## src/rtl/csr_pkg.sv

```systemverilog
// Shared constants for the machine-mode CSR file and trap unit.
package csr_pkg;

    localparam int XLEN = 32;

    // Implemented CSR addresses
    localparam logic [11:0] CSR_MSTATUS = 12'h300;
    localparam logic [11:0] CSR_MIE     = 12'h304;
    localparam logic [11:0] CSR_MTVEC   = 12'h305;
    localparam logic [11:0] CSR_MEPC    = 12'h341;
    localparam logic [11:0] CSR_MCAUSE  = 12'h342;
    localparam logic [11:0] CSR_MIP     = 12'h344;

    // Interrupt cause codes
    localparam logic [3:0] CAUSE_MTI = 4'd7;
    localparam logic [3:0] CAUSE_MEI = 4'd11;

    // funct3 encodings
    localparam logic [2:0] F3_CSRRW  = 3'b001;
    localparam logic [2:0] F3_CSRRS  = 3'b010;
    localparam logic [2:0] F3_CSRRC  = 3'b011;
    localparam logic [2:0] F3_CSRRWI = 3'b101;
    localparam logic [2:0] F3_CSRRSI = 3'b110;
    localparam logic [2:0] F3_CSRRCI = 3'b111;

    // Bit positions inside mstatus / mie / mip
    localparam int MSTATUS_MIE  = 3;
    localparam int MSTATUS_MPIE = 7;
    localparam int MIE_MTIE     = 7;
    localparam int MIE_MEIE     = 11;
    localparam int MIP_MTIP     = 7;
    localparam int MIP_MEIP     = 11;

    // Outcome of the per-cycle trap/MRET priority decision
    typedef enum logic [1:0] {
        ACT_NONE = 2'd0,
        ACT_TRAP = 2'd1,
        ACT_MRET = 2'd2
    } csr_act_e;

endpackage

```

## src/rtl/intr_sync.sv

```systemverilog
// Two-flop synchronizer for an asynchronous level input.
module intr_sync (
    input  logic clk,
    input  logic rst,
    input  logic async_i,
    output logic sync_o
);

    logic meta_q;
    logic sync_q;

    // Two-stage shift into the clk domain
    always_ff @(posedge clk or posedge rst) begin
        if (rst) begin
            meta_q <= 1'b0;
            sync_q <= 1'b0;
        end else begin
            meta_q <= async_i;
            sync_q <= meta_q;
        end
    end

    assign sync_o = sync_q;

endmodule

```

## src/rtl/csr_reg_file.sv

```systemverilog
// Machine-mode CSR register file with timer/external interrupt entry and MRET.
module csr_reg_file
    import csr_pkg::*;
#(
    parameter int XLEN_P = XLEN
) (
    input  logic              clk,
    input  logic              rst,
    input  logic              inst_valid,
    input  logic [XLEN_P-1:0] inst,
    input  logic [XLEN_P-1:0] pc,
    input  logic [XLEN_P-1:0] wdata,
    input  logic              csr_rd,
    input  logic              csr_wr,
    input  logic              is_mret,
    input  logic              timer_intr,
    input  logic              ext_intr,
    output logic [XLEN_P-1:0] rdata,
    output logic              epc_taken,
    output logic [XLEN_P-1:0] epc
);

    logic        mstatus_mie_q, mstatus_mie_d;
    logic        mstatus_mpie_q, mstatus_mpie_d;
    logic        mie_mtie_q, mie_mtie_d;
    logic        mie_meie_q, mie_meie_d;
    logic        mip_mtip_q, mip_mtip_d;
    logic        mip_meip_q, mip_meip_d;
    logic [31:0] mtvec_q, mtvec_d;
    logic [31:0] mepc_q, mepc_d;
    logic [31:0] mcause_q, mcause_d;

    logic        ext_sync;
    logic [11:0] csr_addr;
    logic [2:0]  funct3;
    logic [4:0]  rs1;
    logic [31:0] mstatus_val, mie_val, mip_val, old_val, src_val, new_val, pend;
    logic [3:0]  code;
    logic        irq, wr_en;
    csr_act_e    act;
    logic        unused_bits;

    assign csr_addr    = inst[31:20];
    assign funct3      = inst[14:12];
    assign rs1         = inst[19:15];
    assign unused_bits = ^{inst[11:0], pc[1:0]};

    intr_sync u_ext_sync (
        .clk     (clk),
        .rst     (rst),
        .async_i (ext_intr),
        .sync_o  (ext_sync)
    );

    // Architectural views of the CSRs and the old-value read mux
    always_comb begin
        mstatus_val               = '0;
        mstatus_val[MSTATUS_MIE]  = mstatus_mie_q;
        mstatus_val[MSTATUS_MPIE] = mstatus_mpie_q;
        mstatus_val[12:11]        = 2'b11;
        mie_val                   = '0;
        mie_val[MIE_MTIE]         = mie_mtie_q;
        mie_val[MIE_MEIE]         = mie_meie_q;
        mip_val                   = '0;
        mip_val[MIP_MTIP]         = mip_mtip_q;
        mip_val[MIP_MEIP]         = mip_meip_q;
        case (csr_addr)
            CSR_MSTATUS: old_val = mstatus_val;
            CSR_MIE:     old_val = mie_val;
            CSR_MTVEC:   old_val = mtvec_q;
            CSR_MEPC:    old_val = mepc_q;
            CSR_MCAUSE:  old_val = mcause_q;
            CSR_MIP:     old_val = mip_val;
            default:     old_val = '0;
        endcase
    end

    assign rdata = csr_rd ? old_val : '0;

    // Trap/MRET priority decision and redirect target
    always_comb begin
        pend = mie_val & mip_val;
        irq  = inst_valid & mstatus_mie_q & (|pend);
        code = pend[MIP_MEIP] ? CAUSE_MEI : CAUSE_MTI;
        act  = ACT_NONE;
        if (irq) begin
            act = ACT_TRAP;
        end else if (inst_valid && is_mret) begin
            act = ACT_MRET;
        end
        epc_taken = 1'b0;
        epc       = '0;
        if (!rst) begin
            case (act)
                ACT_TRAP: begin
                    epc_taken = 1'b1;
                    epc = {mtvec_q[31:2], 2'b00} + (mtvec_q[0] ? {26'b0, code, 2'b00} : 32'd0);
                end
                ACT_MRET: begin
                    epc_taken = 1'b1;
                    epc       = mepc_q;
                end
                default: ;
            endcase
        end
    end

    // Write-value computation for the CSRR* family
    always_comb begin
        src_val = funct3[2] ? {27'b0, rs1} : wdata;
        case (funct3[1:0])
            2'b01:   new_val = src_val;
            2'b10:   new_val = old_val | src_val;
            2'b11:   new_val = old_val & ~src_val;
            default: new_val = old_val;
        endcase
        // set/clear forms with a zero rs1 field are pure reads
        wr_en = inst_valid & csr_wr & (funct3[1:0] != 2'b00)
              & ~(funct3[1] & (rs1 == 5'd0)) & (act != ACT_TRAP);
    end

    // Next-state: trap entry beats MRET and CSR writes
    always_comb begin
        mstatus_mie_d  = mstatus_mie_q;
        mstatus_mpie_d = mstatus_mpie_q;
        mie_mtie_d     = mie_mtie_q;
        mie_meie_d     = mie_meie_q;
        mtvec_d        = mtvec_q;
        mepc_d         = mepc_q;
        mcause_d       = mcause_q;
        mip_mtip_d     = timer_intr;
        mip_meip_d     = ext_sync;
        if (act == ACT_TRAP) begin
            mepc_d         = {pc[31:2], 2'b00};
            mcause_d       = {1'b1, 27'b0, code};
            mstatus_mpie_d = mstatus_mie_q;
            mstatus_mie_d  = 1'b0;
        end else begin
            if (wr_en) begin
                case (csr_addr)
                    CSR_MSTATUS: begin
                        mstatus_mie_d  = new_val[MSTATUS_MIE];
                        mstatus_mpie_d = new_val[MSTATUS_MPIE];
                    end
                    CSR_MIE: begin
                        mie_mtie_d = new_val[MIE_MTIE];
                        mie_meie_d = new_val[MIE_MEIE];
                    end
                    CSR_MTVEC:  mtvec_d  = {new_val[31:2], 1'b0, new_val[0]};
                    CSR_MEPC:   mepc_d   = {new_val[31:2], 2'b00};
                    CSR_MCAUSE: mcause_d = new_val;
                    default: ;
                endcase
            end
            if (act == ACT_MRET) begin
                mstatus_mie_d  = mstatus_mpie_q;
                mstatus_mpie_d = 1'b1;
            end
        end
    end

    // CSR state registers
    always_ff @(posedge clk or posedge rst) begin
        if (rst) begin
            mstatus_mie_q  <= 1'b0;
            mstatus_mpie_q <= 1'b0;
            mie_mtie_q     <= 1'b0;
            mie_meie_q     <= 1'b0;
            mip_mtip_q     <= 1'b0;
            mip_meip_q     <= 1'b0;
            mtvec_q        <= '0;
            mepc_q         <= '0;
            mcause_q       <= '0;
        end else begin
            mstatus_mie_q  <= mstatus_mie_d;
            mstatus_mpie_q <= mstatus_mpie_d;
            mie_mtie_q     <= mie_mtie_d;
            mie_meie_q     <= mie_meie_d;
            mip_mtip_q     <= mip_mtip_d;
            mip_meip_q     <= mip_meip_d;
            mtvec_q        <= mtvec_d;
            mepc_q         <= mepc_d;
            mcause_q       <= mcause_d;
        end
    end

endmodule
```

## config.mk

```make
export PLATFORM = sky130hd
export DESIGN_NAME = csr_reg_file
export DESIGN_NICKNAME = d
export VERILOG_FILES = /design/src/rtl/csr_pkg.sv /design/src/rtl/intr_sync.sv /design/src/rtl/csr_reg_file.sv
export SDC_FILE = /design/constraint.sdc
export NUM_CORES = 1
export LEC_CHECK = 0
export ABC_AREA = 1
export CAP_MARGIN = 20
export CORE_UTILIZATION = 36
export CTS_CLUSTER_SIZE = 24
export DETAILED_ROUTE_END_ITERATION = 8
export GPL_ROUTABILITY_DRIVEN = 0
export SLEW_MARGIN = 10
export SYNTH_ARGS = -nofsm -noshare
export SYNTH_HDL_FRONTEND = slang
export SYNTH_SLANG_ARGS = --single-unit
```

## constraint.sdc

```tcl
create_clock -name clk -period 3.35 [get_ports clk]
set_input_delay 0.67 -clock clk [delete_from_list [all_inputs] [get_ports clk]]
set_output_delay 0.67 -clock clk [all_outputs]
set_load 0.005 [all_outputs]
```

==> summary.md, run 1 <==
| Metric | Value |
|---|---|
| Status | `finished clean` |
| Share of synthesized area occupied by flip-flops and latches | `0.338` |
| Fraction of post-synthesis cell area in the top cell type by area | `0.338` |
| Number of synthesized flops with an enable pin | `0` |
| Setup repair after global routing missed its margin | `yes` |
| First-iteration detailed-routing DRC count | `883` |
| Starting utilization of the core area | `0.369` |
| Kind of start point of the critical path | `input pin` |
| Number of buffers on the longest clock path | `2` |
| Number of buffers inserted during clock tree synthesis | `9` |
| Fraction of layout instances using a drive strength above 1 | `0.156` |
| Worst Setup End Kind | `output port` |
| Most repeated library cell on the critical path | `sky130_fd_sc_hd__buf_4` |
| Power Density | `about 260 mW/mm^2` |
| Achievable Freq | `0.304 GHz` |
| Hold_buf cts | `0` |
| Total of max-cap violations | `0` |
| Critical-path top delay cell | `sky130_fd_sc_hd__clkdlybuf4s50_1` |
| Least-Margin Pin Slew | `0.631 ns` |
| Type of the worst setup path | `input pin to output port` |
| GRT Util Overall | `0.289` |
| Total Die Area | `between 0.02 and 0.025 sq mm` |
| Area Growth Syn to Fin | `42.6%` |
| Chip Height | `~150 um` |
| Clock latency reported for the late side of the worst-skew pair | `0.36 ns` |
| Die W | `146 um` |
| Required time of the critical path | `2.68 ns` |
| Static Leak | `0.00587 uW` |
| Post-Syn Area | `0.00749 sq mm` |
| Routed wirelength normalized by instance count | `17.8 um` |
| Share of flip-flops with an asynchronous set or reset after synthesis | `1.00` |
| Cells after synthesis | `approximately 1200` |
| Post-detailed-placement half-perimeter wirelength | `around 23000 um` |
| Register clock-pin slew on the reported worst setup and hold paths | `around 0.070 ns` |
| Most numerous cell types in the synthesized netlist | `sky130_fd_sc_hd__nand2_1 (504), sky130_fd_sc_hd__nand3_1 (148), sky130_fd_sc_hd__inv_1 (121)` |
| Count of pins on the block boundary | `169` |
| Count of different cell masters after synthesis | `37` |
| Worst setup timing slack at the placement stage | `-0.139 ns` |
| Critical path, cell by cell | `clkdlybuf4s50_1 > inv_1 > nor2_1 > nand2_2 > buf_4 > buf_4 > buf_4 > buf_4 > inv_1 > nand3_2 > o22ai_1 > inv_1 > a21oi_2 > clkdlybuf4s15_1` |
| Area inside the core boundary | `0.0203 sq mm` |
| Mean area per synthesized cell | `6.03 sq um` |
| Final nets | `1558` |
| Final Critical Period | `3.29 ns` |
| Antenna cells | `0` |
| Top cell type by total area after synthesis | `sky130_fd_sc_hd__dfrtp_1` |
| Number of warnings issued by yosys | `0` |
| Slew Viols, Final | `0` |
| Number of antenna violations at the first check in global routing | `0` |
| Final WL | `30600 um` |
| CTS Root Cell | `sky130_fd_sc_hd__clkbuf_16` |
| Class of the tightest hold or removal check | `flop to flop` |
| Std-Cell Rows | `52` |
| Aggregate global routing overflow | `0` |
| Buffers and inverters on the worst path | `9` |
| Vias after detailed routing | `9037` |
| Vias per cell | `approximately 5.2` |
| Post-route fraction of the period consumed by the critical path | `0.982` |
| Number of global-route vias before repair | `8469` |
| Maximum number of pins on one net before global-route repair | `50` |
| Top post-synthesis cells by area | `sky130_fd_sc_hd__dfrtp_1 (34%), sky130_fd_sc_hd__nand2_1 (25%), sky130_fd_sc_hd__nand3_1 (9.9%)` |
| Final setup fails | `0` |
| CP delay by family, top | `buffers and inverters` |
| Maximum clock skew at final layout | `about 0.0083 ns` |
| Utilization after layout | `0.526` |
| Worst stage delay on the critical path | `0.48 ns` |
| Global-route wire length before repair | `47600 um` |
| Port Buf Inserts | `152` |
| DRC | `0` |
| Critical path data arrival time | `2.62 ns` |
| Clock Sinks | `101` |
| Highest net fanout along the worst path | `2` |
| Worst ir drop on vdd | `between 200 and 250 uV` |
| Detailed Routing Iterations Pass 1 | `6` |
| Number of flip-flops and latches in the synthesized netlist | `between 100 and 150` |
| Final Hold Viols | `0` |
| H-Tree Depth | `3` |
| Final critical-path setup slack | `0.0604 ns` |
| Residual antenna-violating net count after detailed routing | `0` |
| Prevailing post-synth register cell | `sky130_fd_sc_hd__dfrtp_1` |
| TritonCTS clock tree | `done` |
| Most frequent cell after synthesis | `sky130_fd_sc_hd__nand2_1` |
| Max-Slew Margin vs Limit | `0.578` |
| Count of fill cells added during filler insertion | `roughly 2100` |
-- cell usage in the layout (no fill, tap or decap), types with 7 or more instances in the layout --
master and instances:
sky130_fd_sc_hd__nand2_1 492, sky130_fd_sc_hd__nand3_1 120, sky130_fd_sc_hd__inv_1 113, sky130_fd_sc_hd__dfrtp_1 101, sky130_fd_sc_hd__clkdlybuf4s50_1 100, sky130_fd_sc_hd__buf_4 83
sky130_fd_sc_hd__nor2_1 72, sky130_fd_sc_hd__o21ai_0 53, sky130_fd_sc_hd__a21oi_1 53, sky130_fd_sc_hd__nand3_2 28, sky130_fd_sc_hd__dlygate4sd2_1 25, sky130_fd_sc_hd__nor3_1 22
sky130_fd_sc_hd__a22oi_1 19, sky130_fd_sc_hd__nor2_2 15, sky130_fd_sc_hd__dlymetal6s2s_1 15, sky130_fd_sc_hd__a21oi_2 14, sky130_fd_sc_hd__buf_12 12, sky130_fd_sc_hd__nand2_2 11
sky130_fd_sc_hd__o21ai_1 10, sky130_fd_sc_hd__clkbuf_16 10, sky130_fd_sc_hd__inv_2 9, sky130_fd_sc_hd__nand4_1 8, sky130_fd_sc_hd__buf_6 7, sky130_fd_sc_hd__clkbuf_2 7
-- kinds of logic after synthesis --
logic type	after synthesis	synth area share
DFF	101	0.338
and+or+nand+nor	785	0.434
adders and majority gates	5	0.00936
AOI/OAI and AO/OA	162	0.118
other	1	0.000501
buffers and inverters	188	0.100
-- registers in the layout, indices dropped and copies added (netlist names) --
| name | flops |
|---|---|
| mip_mtip_q | 1 |
| u_ext_sync.meta_q | 1 |
| mstatus_mie_q | 1 |
| mcause_q | 32 |
| mie_mtie_q | 1 |
| mie_meie_q | 1 |
| mepc_q | 30 |
| mtvec_q | 31 |
| mip_meip_q | 1 |
| u_ext_sync.sync_o | 1 |
| mstatus_mpie_q | 1 |
-- per-stage QoR --
step / TNS (ns) / hold WS (ns) / area [sq um] / total power (uW) / std cells
CTS: -0.867 / 0.360 / 10400 / 2740 / 1712
global route: -0.184 / 0.362 / 10700 / 2820 / 1723
finish: 0 / 0.357 / 10700 / 2740 / 1723
floorplan: 0 / 0.331 / 7490 / 1400 / 1243
detailed placement: -2.31 / 0.336 / 9780 / 1600 / 1680
global placement: -2.01 / 0.337 / 9780 / 1600 / 1680
-- repair_timing --
action | in CTS | in global routing
pin swaps | 21 | 29
buffers inserted | 15 | 10
endpoints found under the setup margin | 47 | 42
endpoints found under the hold margin | 0 | 0
cloned | 2 | 1
gates resized for setup | 95 | 81
-- final timing paths --
check                               endpoint  slack, ns              start  cells past startpoint
worst max register to register   mcause_q[2]       1.08         mip_meip_q                     12
max in group asynchronous       mcause_q[22]       1.66                rst                      4
worst min register to register    mip_meip_q       0.36  u_ext_sync.sync_o                      0
min in group asynchronous          mepc_q[8]       1.02                rst                      3
worst min-delay path              mip_meip_q       0.36  u_ext_sync.sync_o                      0
worst max-delay path                rdata[7]       0.06           inst[26]                     14
-- report_power, final --
group / internal (uW) / switching, uW
registers: 1230 / 7.14
logic: 161 / 190
clock network: 652 / 510
total: 2040 / 707
-- worst reg2reg max path: stages (launching register included) --
cell                      delay, ns
sky130_fd_sc_hd__dfrtp_1       0.39
sky130_fd_sc_hd__nand2_2       0.12
sky130_fd_sc_hd__o21ai_1       0.10
sky130_fd_sc_hd__inv_1         0.09
sky130_fd_sc_hd__nor2_4        0.15
sky130_fd_sc_hd__buf_12        0.24
sky130_fd_sc_hd__buf_4         0.38
sky130_fd_sc_hd__nor2_2        0.11
sky130_fd_sc_hd__inv_2         0.33
sky130_fd_sc_hd__nor2_1        0.08
sky130_fd_sc_hd__nor2_1        0.09
sky130_fd_sc_hd__o21ai_0       0.08
sky130_fd_sc_hd__inv_1         0.06
-- cell type report --
cell class / instances / area (sq um) / share of cell area
Clock inverter: 6 / 86.3 / 0.00809
Clock buffer: 9 / 225 / 0.0211
Timing Repair Buffer: 256 / 2480 / 0.233
Tap cell: 270 / 338 / 0.0317
Inverter: 127 / 488 / 0.0457
Multi-Input combinational cell: 954 / 4530 / 0.424
Sequential cell: 101 / 2530 / 0.237
-- routing by layer --
metal,global-route usage,part of all wire,wire length (um),vias to the layer above
li1,-,-,-,4369
met1,0.425,0.45,13800,4140
met2,0.428,0.43,13100,481
met5,0,0,0,-
met4,0.0714,0.017,518,0
met3,0.0606,0.10,3210,47
Power figures use the tool's default switching activity.
==> run 2: changes to the inputs <==
CTS_CLUSTER_SIZE = 28   (was 24)
==> results of run 2 <==
Final layout, timing and power as in run 1 (identical DEF).
